[config.mk]
export PLATFORM = sky130hd
export DESIGN_NAME = pn_gain_ctrl
export DESIGN_NICKNAME = d
export VERILOG_FILES = /design/src/rtl/pn_gain_ctrl.sv
export SDC_FILE = /design/constraint.sdc
export NUM_CORES = 1
export LEC_CHECK = 0
export BUFFER_PORTS_ARGS = -buffer_cell sky130_fd_sc_hd__buf_2
export CAP_MARGIN = 10
export CORE_UTILIZATION = 50
export CTS_BUF_LIST = sky130_fd_sc_hd__clkbuf_16
export CTS_CLUSTER_SIZE = 40
export DETAILED_ROUTE_END_ITERATION = 12
export GPL_ROUTABILITY_DRIVEN = 0
export PLACE_DENSITY = 0.75
export RECOVER_POWER = 25
export SLEW_MARGIN = 10
export SYNTH_ARGS = -nofsm -noshare
export SYNTH_HDL_FRONTEND = slang
export SYNTH_SLANG_ARGS = --single-unit
export TNS_END_PERCENT = 1
[constraint.sdc]
create_clock -name clk -period 11.19 [get_ports clk]
set_clock_uncertainty 0.15 [all_clocks]
set_input_delay 0.5595 -clock clk [delete_from_list [all_inputs] [get_ports clk]]
set_output_delay 0.5595 -clock clk [all_outputs]
set_load 0.02 [all_outputs]
[src/rtl/pn_gain_ctrl.sv]
// pn_gain_ctrl
//   Automatic gain control loop for the gain-shift slice stage. The block
//   tracks the peak magnitude of the scaled samples over a window. At the
//   end of each window it steps the gain select down when the peak is too
//   large and up when the peak is too small. A coarse ACQ mode uses short
//   windows. A TRACK mode, entered once the level has settled, uses long
//   windows.
//
// Ports
//   clk       sole clock, rising edge
//   rst       synchronous active-high reset
//   DinValid  qualifies Din for one cycle
//   Din       signed scaled sample (OutWdth bits)
//   Freeze    hold GCtrl while still evaluating windows
//   GCtrl     registered 4-bit gain select (higher value = more gain)
//   GUpd      one-cycle pulse whenever GCtrl changes
//   Locked    high while in TRACK
module pn_gain_ctrl #(
  parameter int OutWdth = 24,
  parameter int WinLen  = 1024,
  parameter int HiThr   = 4194304,
  parameter int LoThr   = 1048576,
  parameter int GInit   = 8,
  parameter int Blank   = 4
) (
  input  logic                      clk,
  input  logic                      rst,
  input  logic                      DinValid,
  input  logic signed [OutWdth-1:0] Din,
  input  logic                      Freeze,
  output logic [3:0]                GCtrl,
  output logic                      GUpd,
  output logic                      Locked
);

  localparam int WinW = $clog2(WinLen);
  localparam int BlkW = (Blank < 2) ? 1 : $clog2(Blank + 1);

  localparam logic [WinW-1:0]    AcqLast = WinW'(WinLen / 8 - 1);
  localparam logic [WinW-1:0]    TrkLast = WinW'(WinLen - 1);
  localparam logic [OutWdth-1:0] HiThrV  = OutWdth'(HiThr);
  localparam logic [OutWdth-1:0] LoThrV  = OutWdth'(LoThr);
  localparam logic [OutWdth-1:0] MinVal  = {1'b1, {(OutWdth-1){1'b0}}};
  localparam logic [OutWdth-1:0] MaxMag  = {1'b0, {(OutWdth-1){1'b1}}};

  typedef enum logic {StAcq, StTrack} state_e;
  typedef enum logic [1:0] {DecHold, DecUp, DecDown} dec_e;

  state_e            state_q, state_d;
  logic [3:0]        gCtrl_q, gCtrl_d;
  logic              gUpd_q, gUpd_d;
  logic              locked_q, locked_d;
  logic [OutWdth-1:0] peak_q, peak_d;
  logic [WinW-1:0]   winCnt_q, winCnt_d;
  logic [BlkW-1:0]   blank_q, blank_d;
  logic              pend_q, pend_d;
  logic              holdRun_q, holdRun_d;
  logic [1:0]        moveRun_q, moveRun_d;

  logic [OutWdth-1:0] mag;
  logic [WinW-1:0]    winLast;
  logic               blankLoad;
  dec_e               rawDec, effDec;

  // Next-state logic. A window end only raises pend_q, so the decision is
  // taken on the following edge from the registered peak. That same edge
  // restarts the window, which lets a sample arriving on the decision cycle
  // open the new window.
  always_comb begin
    mag       = '0;
    winLast   = (state_q == StTrack) ? TrkLast : AcqLast;
    blankLoad = 1'b0;
    rawDec    = DecHold;
    effDec    = DecHold;
    state_d   = state_q;
    gCtrl_d   = gCtrl_q;
    gUpd_d    = 1'b0;
    locked_d  = locked_q;
    peak_d    = peak_q;
    winCnt_d  = winCnt_q;
    blank_d   = blank_q;
    pend_d    = pend_q;
    holdRun_d = holdRun_q;
    moveRun_d = moveRun_q;

    // The most negative input has no positive twin, so it saturates.
    if (!Din[OutWdth-1]) begin
      mag = $unsigned(Din);
    end else if ($unsigned(Din) == MinVal) begin
      mag = MaxMag;
    end else begin
      mag = $unsigned(-Din);
    end

    if (peak_q >= HiThrV) begin
      rawDec = DecDown;
    end else if (peak_q < LoThrV) begin
      rawDec = DecUp;
    end

    // The gain select saturates at both ends instead of wrapping.
    effDec = rawDec;
    if ((rawDec == DecDown && gCtrl_q == 4'd0) ||
        (rawDec == DecUp && gCtrl_q == 4'd15)) begin
      effDec = DecHold;
    end

    if (pend_q) begin
      pend_d   = 1'b0;
      peak_d   = '0;
      winCnt_d = '0;

      if (!Freeze && effDec != DecHold) begin
        gCtrl_d   = (effDec == DecUp) ? gCtrl_q + 4'd1 : gCtrl_q - 4'd1;
        gUpd_d    = 1'b1;
        blankLoad = 1'b1;
      end

      // Mode changes ignore Freeze, so the loop still reports loss of lock.
      if (state_q == StAcq) begin
        if (effDec == DecHold) begin
          if (holdRun_q) begin
            state_d   = StTrack;
            locked_d  = 1'b1;
            holdRun_d = 1'b0;
            moveRun_d = '0;
          end else begin
            holdRun_d = 1'b1;
          end
        end else begin
          holdRun_d = 1'b0;
        end
      end else begin
        if (effDec != DecHold) begin
          if (moveRun_q == 2'd2) begin
            state_d   = StAcq;
            locked_d  = 1'b0;
            holdRun_d = 1'b0;
            moveRun_d = '0;
          end else begin
            moveRun_d = moveRun_q + 2'd1;
          end
        end else begin
          moveRun_d = '0;
        end
      end
    end

    // While blanking, valid samples only decrement the blanking counter.
    if (DinValid) begin
      if (blank_q != '0) begin
        blank_d = blank_q - 1'b1;
      end else begin
        if (mag > peak_d) begin
          peak_d = mag;
        end
        if (winCnt_d == winLast) begin
          pend_d   = 1'b1;
          winCnt_d = '0;
        end else begin
          winCnt_d = winCnt_d + 1'b1;
        end
      end
    end

    if (blankLoad) begin
      blank_d = BlkW'(Blank);
    end
  end

  // State register. Reset has priority over every pending action.
  always_ff @(posedge clk) begin
    if (rst) begin
      state_q   <= StAcq;
      gCtrl_q   <= 4'(GInit);
      gUpd_q    <= 1'b0;
      locked_q  <= 1'b0;
      peak_q    <= '0;
      winCnt_q  <= '0;
      blank_q   <= '0;
      pend_q    <= 1'b0;
      holdRun_q <= 1'b0;
      moveRun_q <= '0;
    end else begin
      state_q   <= state_d;
      gCtrl_q   <= gCtrl_d;
      gUpd_q    <= gUpd_d;
      locked_q  <= locked_d;
      peak_q    <= peak_d;
      winCnt_q  <= winCnt_d;
      blank_q   <= blank_d;
      pend_q    <= pend_d;
      holdRun_q <= holdRun_d;
      moveRun_q <= moveRun_d;
    end
  end

  assign GCtrl  = gCtrl_q;
  assign GUpd   = gUpd_q;
  assign Locked = locked_q;

endmodule

Word level (Yosys, flattened, before mapping)
Cells that the tools add are included.
{"block": "word_totals", "register_bits": 48, "latch_bits": 0, "ramBits": 0, "mem_bits_ro": 0, "inputBits": 28, "output_inout_bits": 6, "elab_cells": 90, "n_memories": 0}
{"block": "classes", "add_sub_neg": 6, "multipliers": 0, "div_mod_pow": 0, "magnitude_cmp": 3, "n_eq_ne": 9, "n_shift": 0, "mux": 39, "bitwise": 1, "reduce_logical": 21}
{"operator": "24-bit two-way mux", "count": 6}
{"operator": "10-bit two-way mux", "count": 5}
{"operator": "24-bit equality test, second input constant", "count": 1}
{"operator": "24-bit by 23-bit greater-or-equal comparator with 1-bit output, second input constant", "count": 1}
{"operator": "24-bit greater-than comparator", "count": 1}
{"operator": "24-bit by 21-bit less-than comparator with 1-bit output, second input constant", "count": 1}
{"operator": "24-bit negation", "count": 1}
{"operator": "1-bit two-way mux", "count": 17}
{"operator": "2-bit two-way mux", "count": 7}
{"operator": "10-bit by 1-bit adder with 10-bit output, second input constant", "count": 1}
{"operator": "10-bit equality test", "count": 1}
{"operator": "2-bit nonzero test", "count": 5}
{"operator": "3-bit two-way mux", "count": 3}
{"operator": "2-bit AND reduction", "count": 3}
{"operator": "3-bit AND reduction", "count": 2}
{"operator": "5-bit AND reduction", "count": 1}
{"operator": "4-bit by 1-bit adder with 4-bit output, second input constant", "count": 1}
{"operator": "2-bit by 1-bit equality test with 1-bit output, second input constant", "count": 2}
{"operator": "2-bit equality test, second input constant", "count": 2}
{"operator": "4-bit equality test, second input constant", "count": 1}
{"operator": "4-bit logical NOT", "count": 1}
{"operator": "4-bit two-way mux", "count": 1}
{"operator": "2-bit by 1-bit != test with 1-bit output, second input constant", "count": 2}
{"operator": "4-bit by 1-bit subtractor with 4-bit output, second input constant", "count": 1}
{"operator": "other kinds (10)", "count": 12}

Logic depth before layout (Yosys ltp)
{"block": "logic_depth", "ltp_word": 13, "ltp_mapped": 18, "mapped_depth_nobuf": 15}

Worst setup path after synthesis
OpenSTA, ideal clock, no wires.
{"block": "synth_path", "path_type": "input-to-reg", "from": "in Din[5]", "to": "reg peak_q[5]", "setup_ns": 0.072, "t_arrival_ns": 4.157, "required_time_ns": 10.968, "path_slack_ns": 6.812, "stages": 15, "path_buffers": 2, "cell_sequence": "buf_2 nor4_1 nand3_1 or4_1 o21a_1 nor2_1 nor2_1 ha_1 nand4_1 nor4_1 o31ai_1 and4_1 nor2_1 buf_2 mux2i_1"}
{"block": "synth_between", "elab_chain_cells": 7, "elab_cells_between_ends": 8, "classes_between": "add/sub: 1; order compare: 1; eq/ne: 1; mux: 5"}
{"item": "from (decl)", "line": "29", "source": "input logic signed [OutWdth-1:0] Din,"}
{"item": "24-bit negation or 24-bit equality test (tied branches)", "line": "92, 89"}
{"item": "24-bit two-way mux", "line": "89", "source": "end else if ($unsigned(Din) == MinVal) begin"}
{"item": "24-bit two-way mux (*)", "line": "87", "source": "if (!Din[OutWdth-1]) begin"}
{"item": "24-bit greater-than comparator", "line": "154", "source": "if (mag > peak_d) begin"}
{"item": "24-bit two-way mux (*)", "line": "154"}
{"item": "24-bit two-way mux (*)", "line": "151", "source": "if (blank_q != '0) begin"}
{"item": "24-bit two-way mux (*)", "line": "150", "source": "if (DinValid) begin"}
{"item": "to (signal assigned)", "line": "189", "source": "peak_q <= peak_d;"}
{"item": "to (decl)", "line": "53", "source": "logic [OutWdth-1:0] peak_q, peak_d;"}
Every way passes the cells marked *; elsewhere a longest branch is shown, timed or not.
A chain may end at the register's enable or synchronous reset.

Worst setup path in the final report
{"block": "layout_path", "from": "in Din[0]", "to": "reg peak_q[0]"}
The elaborated chain is that of the path after synthesis.

==> results.sh <==
export IMPL_status="finished with violations"
export IMPL_antenna_found_initial=0
export IMPL_clockBufferDepth=2
export IMPL_synthCells=456
export IMPL_crit_type="input pin to flip-flop"
export IMPL_row_count=30
export IMPL_multi_input_area_sq_um=2440
export IMPL_synth_edf_count=0
export IMPL_max_cap_violations=1
export IMPL_yosysWarningCount=0
export IMPL_ys_ff_latch=48
export IMPL_postCtsHoldBufs=0
export IMPL_grt_ovfl_total=0
export IMPL_p_leak_nw=1.47
export IMPL_fin_ws_ps=6050
export IMPL_violations="capacitance limit, slew limit"
export IMPL_period_share_pct=45.9
export IMPL_hpwlAfterDp_um=6690
export IMPL_setup_viol=0
export IMPL_ys_dominant_reg_cell="dfxtp_1"
export IMPL_drc=0
export IMPL_setup_tns_ps=0
export IMPL_cp_arrival_ps=5060
export IMPL_synth_top_cell_by_area="dfxtp_1"
export IMPL_clkLatencyLatePin_ps=290
export IMPL_syn_num_nets=515
export IMPL_ff_latch_area_sq_um=961
export IMPL_clock_sinks=48
export IMPL_port_buffers=33
export IMPL_crit_required_ps=11120
export IMPL_area_growth_pct=10.1
export IMPL_hold_violations=0
export IMPL_path_max_fanout=10
export IMPL_cts_setup_buffers=0
export IMPL_fillers=659
export IMPL_synth_cell_types=61
export IMPL_synth_top_area_share_pct=27.0
export IMPL_grt_pass1_vias=3289
export IMPL_core_area_sq_um=6830
export IMPL_syn_avg_cell_area_sq_um=7.80
export IMPL_n_antenna_cell=0
export IMPL_max_stage_delay_ps=600
export IMPL_cts_made_buffers=5
export IMPL_die_h_um=86.4
export IMPL_rsz0062_at_grt="no"
export IMPL_dp_slack_ps=5970
export IMPL_worstPathCellList="buf_2, inv_1, ha_1, or4b_1, nor4_4, nand3_2, a211oi_1, or2_2, ha_1, nand4_1, nor4_1, o31ai_1, and4_1, nor2_1, buf_4, a211oi_1"
export IMPL_cp_slowest_cell="or4b_1"
export IMPL_post_cts_resized=0
export IMPL_power_w=0.000635
export IMPL_async_flop_share_pct=0
export IMPL_finalNetCount=533
export IMPL_post_dp_cell_area_sq_um=3760
export IMPL_ctsHtreeMaxLevel=2
export IMPL_dr_pass1_iters=5
export IMPL_vias=3610
export IMPL_worstSetupEndpointType="flip-flop"
export IMPL_die_area_sq_um=7460
export IMPL_grt_max_degree=47
export IMPL_wl_per_cell_um=16.0
export IMPL_critPathLaunchType="input pin"
export IMPL_yosys_top_cells_area="dfxtp_1 (27%), ha_1 (11%), nand2_1 (5.3%), nor2_1 (4.9%), a21oi_1 (4.4%)"
export IMPL_io_pins=34
export IMPL_fin_crit_ps=5140
export IMPL_layout_drive_gt1_share_pct=11.4
export IMPL_min_path_type="flip-flop to flip-flop"
export IMPL_power_density_nw_per_um2=162
export IMPL_start_util_pct=52.1
export IMPL_clk_pin_slew_worst_paths_ps=70
export IMPL_synth_cell_area_sq_um=3560
export IMPL_drtIter0Drc=256
export IMPL_drv_slew=47
export IMPL_grt_first_pass_wirelength_um=15300
export IMPL_drt_total_wl_um=9150
export IMPL_worstMarginPinSlew_ps=2020
export IMPL_die_w_um=86.4
export IMPL_fin_util_pct=57.3
export IMPL_slew_headroom_pct=-34.5
export IMPL_track_usage_pct=25.9
export IMPL_cts_tree="yes"
export IMPL_fmaxAchievable_ghz=0.195
export IMPL_vias_per_cell=6.32
export IMPL_cts_root_buf="clkbuf_16"
export IMPL_ir_drop_mv=0.0994
export IMPL_ant_nets=0
export IMPL_final_cell_area_sq_um=3920
export IMPL_ys_seq_area_share_pct=27.0
==> cell usage after synthesis (2+ instances only) <==
cell      number
a21oi_1       31
mux2i_1        5
and4_1         2
and2_1         3
a31o_2         5
nand4_1       20
or4_1          7
a21o_1         2
nor2_1        46
nor2b_1        5
o21a_1         4
a41oi_1        3
or2_2          3
o22a_1         2
o21ai_0       24
o31ai_1       12
or3_1          5
a211o_1        4
nand3_1       12
buf_2          3
xor2_1         5
nand4b_1       4
a21boi_0       3
dfxtp_1       48
nand2b_1       2
o21ai_1        2
a211oi_1      14
o41ai_1        6
xnor2_1        7
inv_1         12
a22oi_1        3
a31oi_1        4
nor3_1         9
a41o_1         2
and3_1         9
nand2_1       50
ha_1          30
or4_4          2
nor4_1         6
clkbuf_1      19
==> path summary, 6_finish.rpt <==
check                                     startpoint              endpoint  slack [ps]  depth (start not counted)
worst min-delay path            peak_q[5]$_SDFF_PP0_  peak_q[5]$_SDFF_PP0_         340                          2
worst max-delay path                          Din[0]  peak_q[0]$_SDFF_PP0_        6050                         16
worst max register to register     pend_q$_SDFF_PP0_  peak_q[0]$_SDFF_PP0_        6830                         10
worst min register to register  peak_q[5]$_SDFF_PP0_  peak_q[5]$_SDFF_PP0_         340                          2
==> worst max-delay path: cells and delay by family <==
family	cells	cell delay [ps]
fa+ha+maj	2	330
compound gates	3	620
simple gates	8	3060
buf+inv	3	490
==> metal layers <==
layer	wire, um	part of all wire, %	up-vias	track usage (%)
met2	4460	49	120	44.5
li1	-	-	1757	-
met1	4010	44	1721	33.5
met3	557	6.1	12	4.86
met4	122	1.3	0	6.06
met5	0	0	-	0
==> logic make-up (layout without fill, tap and decap cells) <==
logic type	Yosys count	count (layout)	synth area share [%]
fa+ha+maj	31	31	11.1
simple gates	191	191	28.0
mux	5	5	1.41
compound gates	132	132	25.2
buf+inv	37	56	4.32
xor+xnor	12	12	2.95
flops	48	48	27.0
==> placed cells by master (no fill, tap or decap), drive strengths merged, types with 13 or more instances in the layout <==
cell type  Yosys  routed
buf            6      29
nor2          46      46
dfxtp         48      48
a21oi         31      31
o21ai         27      27
nand3         13      13
nand2         50      50
a211oi        14      14
ha            30      30
nand4         20      20
==> flip-flops by register name, indices dropped and copies added (netlist names) <==
signal and cells:
Locked 1, pend_q 1, winCnt_q 10, holdRun_q 1, moveRun_q 2, GUpd 1, peak_q 24, state_q 1
GCtrl 4, blank_q 3
==> layout make-up <==
type | count | area share (%)
clock buffer | 5 | 3.19
clock inverter | 3 | 1.09
inverter | 12 | 1.15
multi-input combinational | 371 | 62.4
sequential | 48 | 24.5
tap | 96 | 3.07
timing repair buffer | 36 | 4.57
==> per-stage QoR <==
step / hold WS, ps / instances
floorplan: 303 / 456
global placement: 311 / 563
detailed placement: 336 / 563
CTS: 346 / 571
global route: 369 / 571
finish: 342 / 571
==> power by group <==
| group | internal [W] | leakage [nW] | switching [W] |
|---|---|---|---|
| logic | 0.0000914 | 1.00 | 0.000160 |
| clock network | 0.000105 | 0.0798 | 0.0000663 |
| registers | 0.000200 | 0.390 | 0.0000115 |
| total | 0.000397 | 1.47 | 0.000238 |
Note: power is estimated with default switching activity, not from simulation.
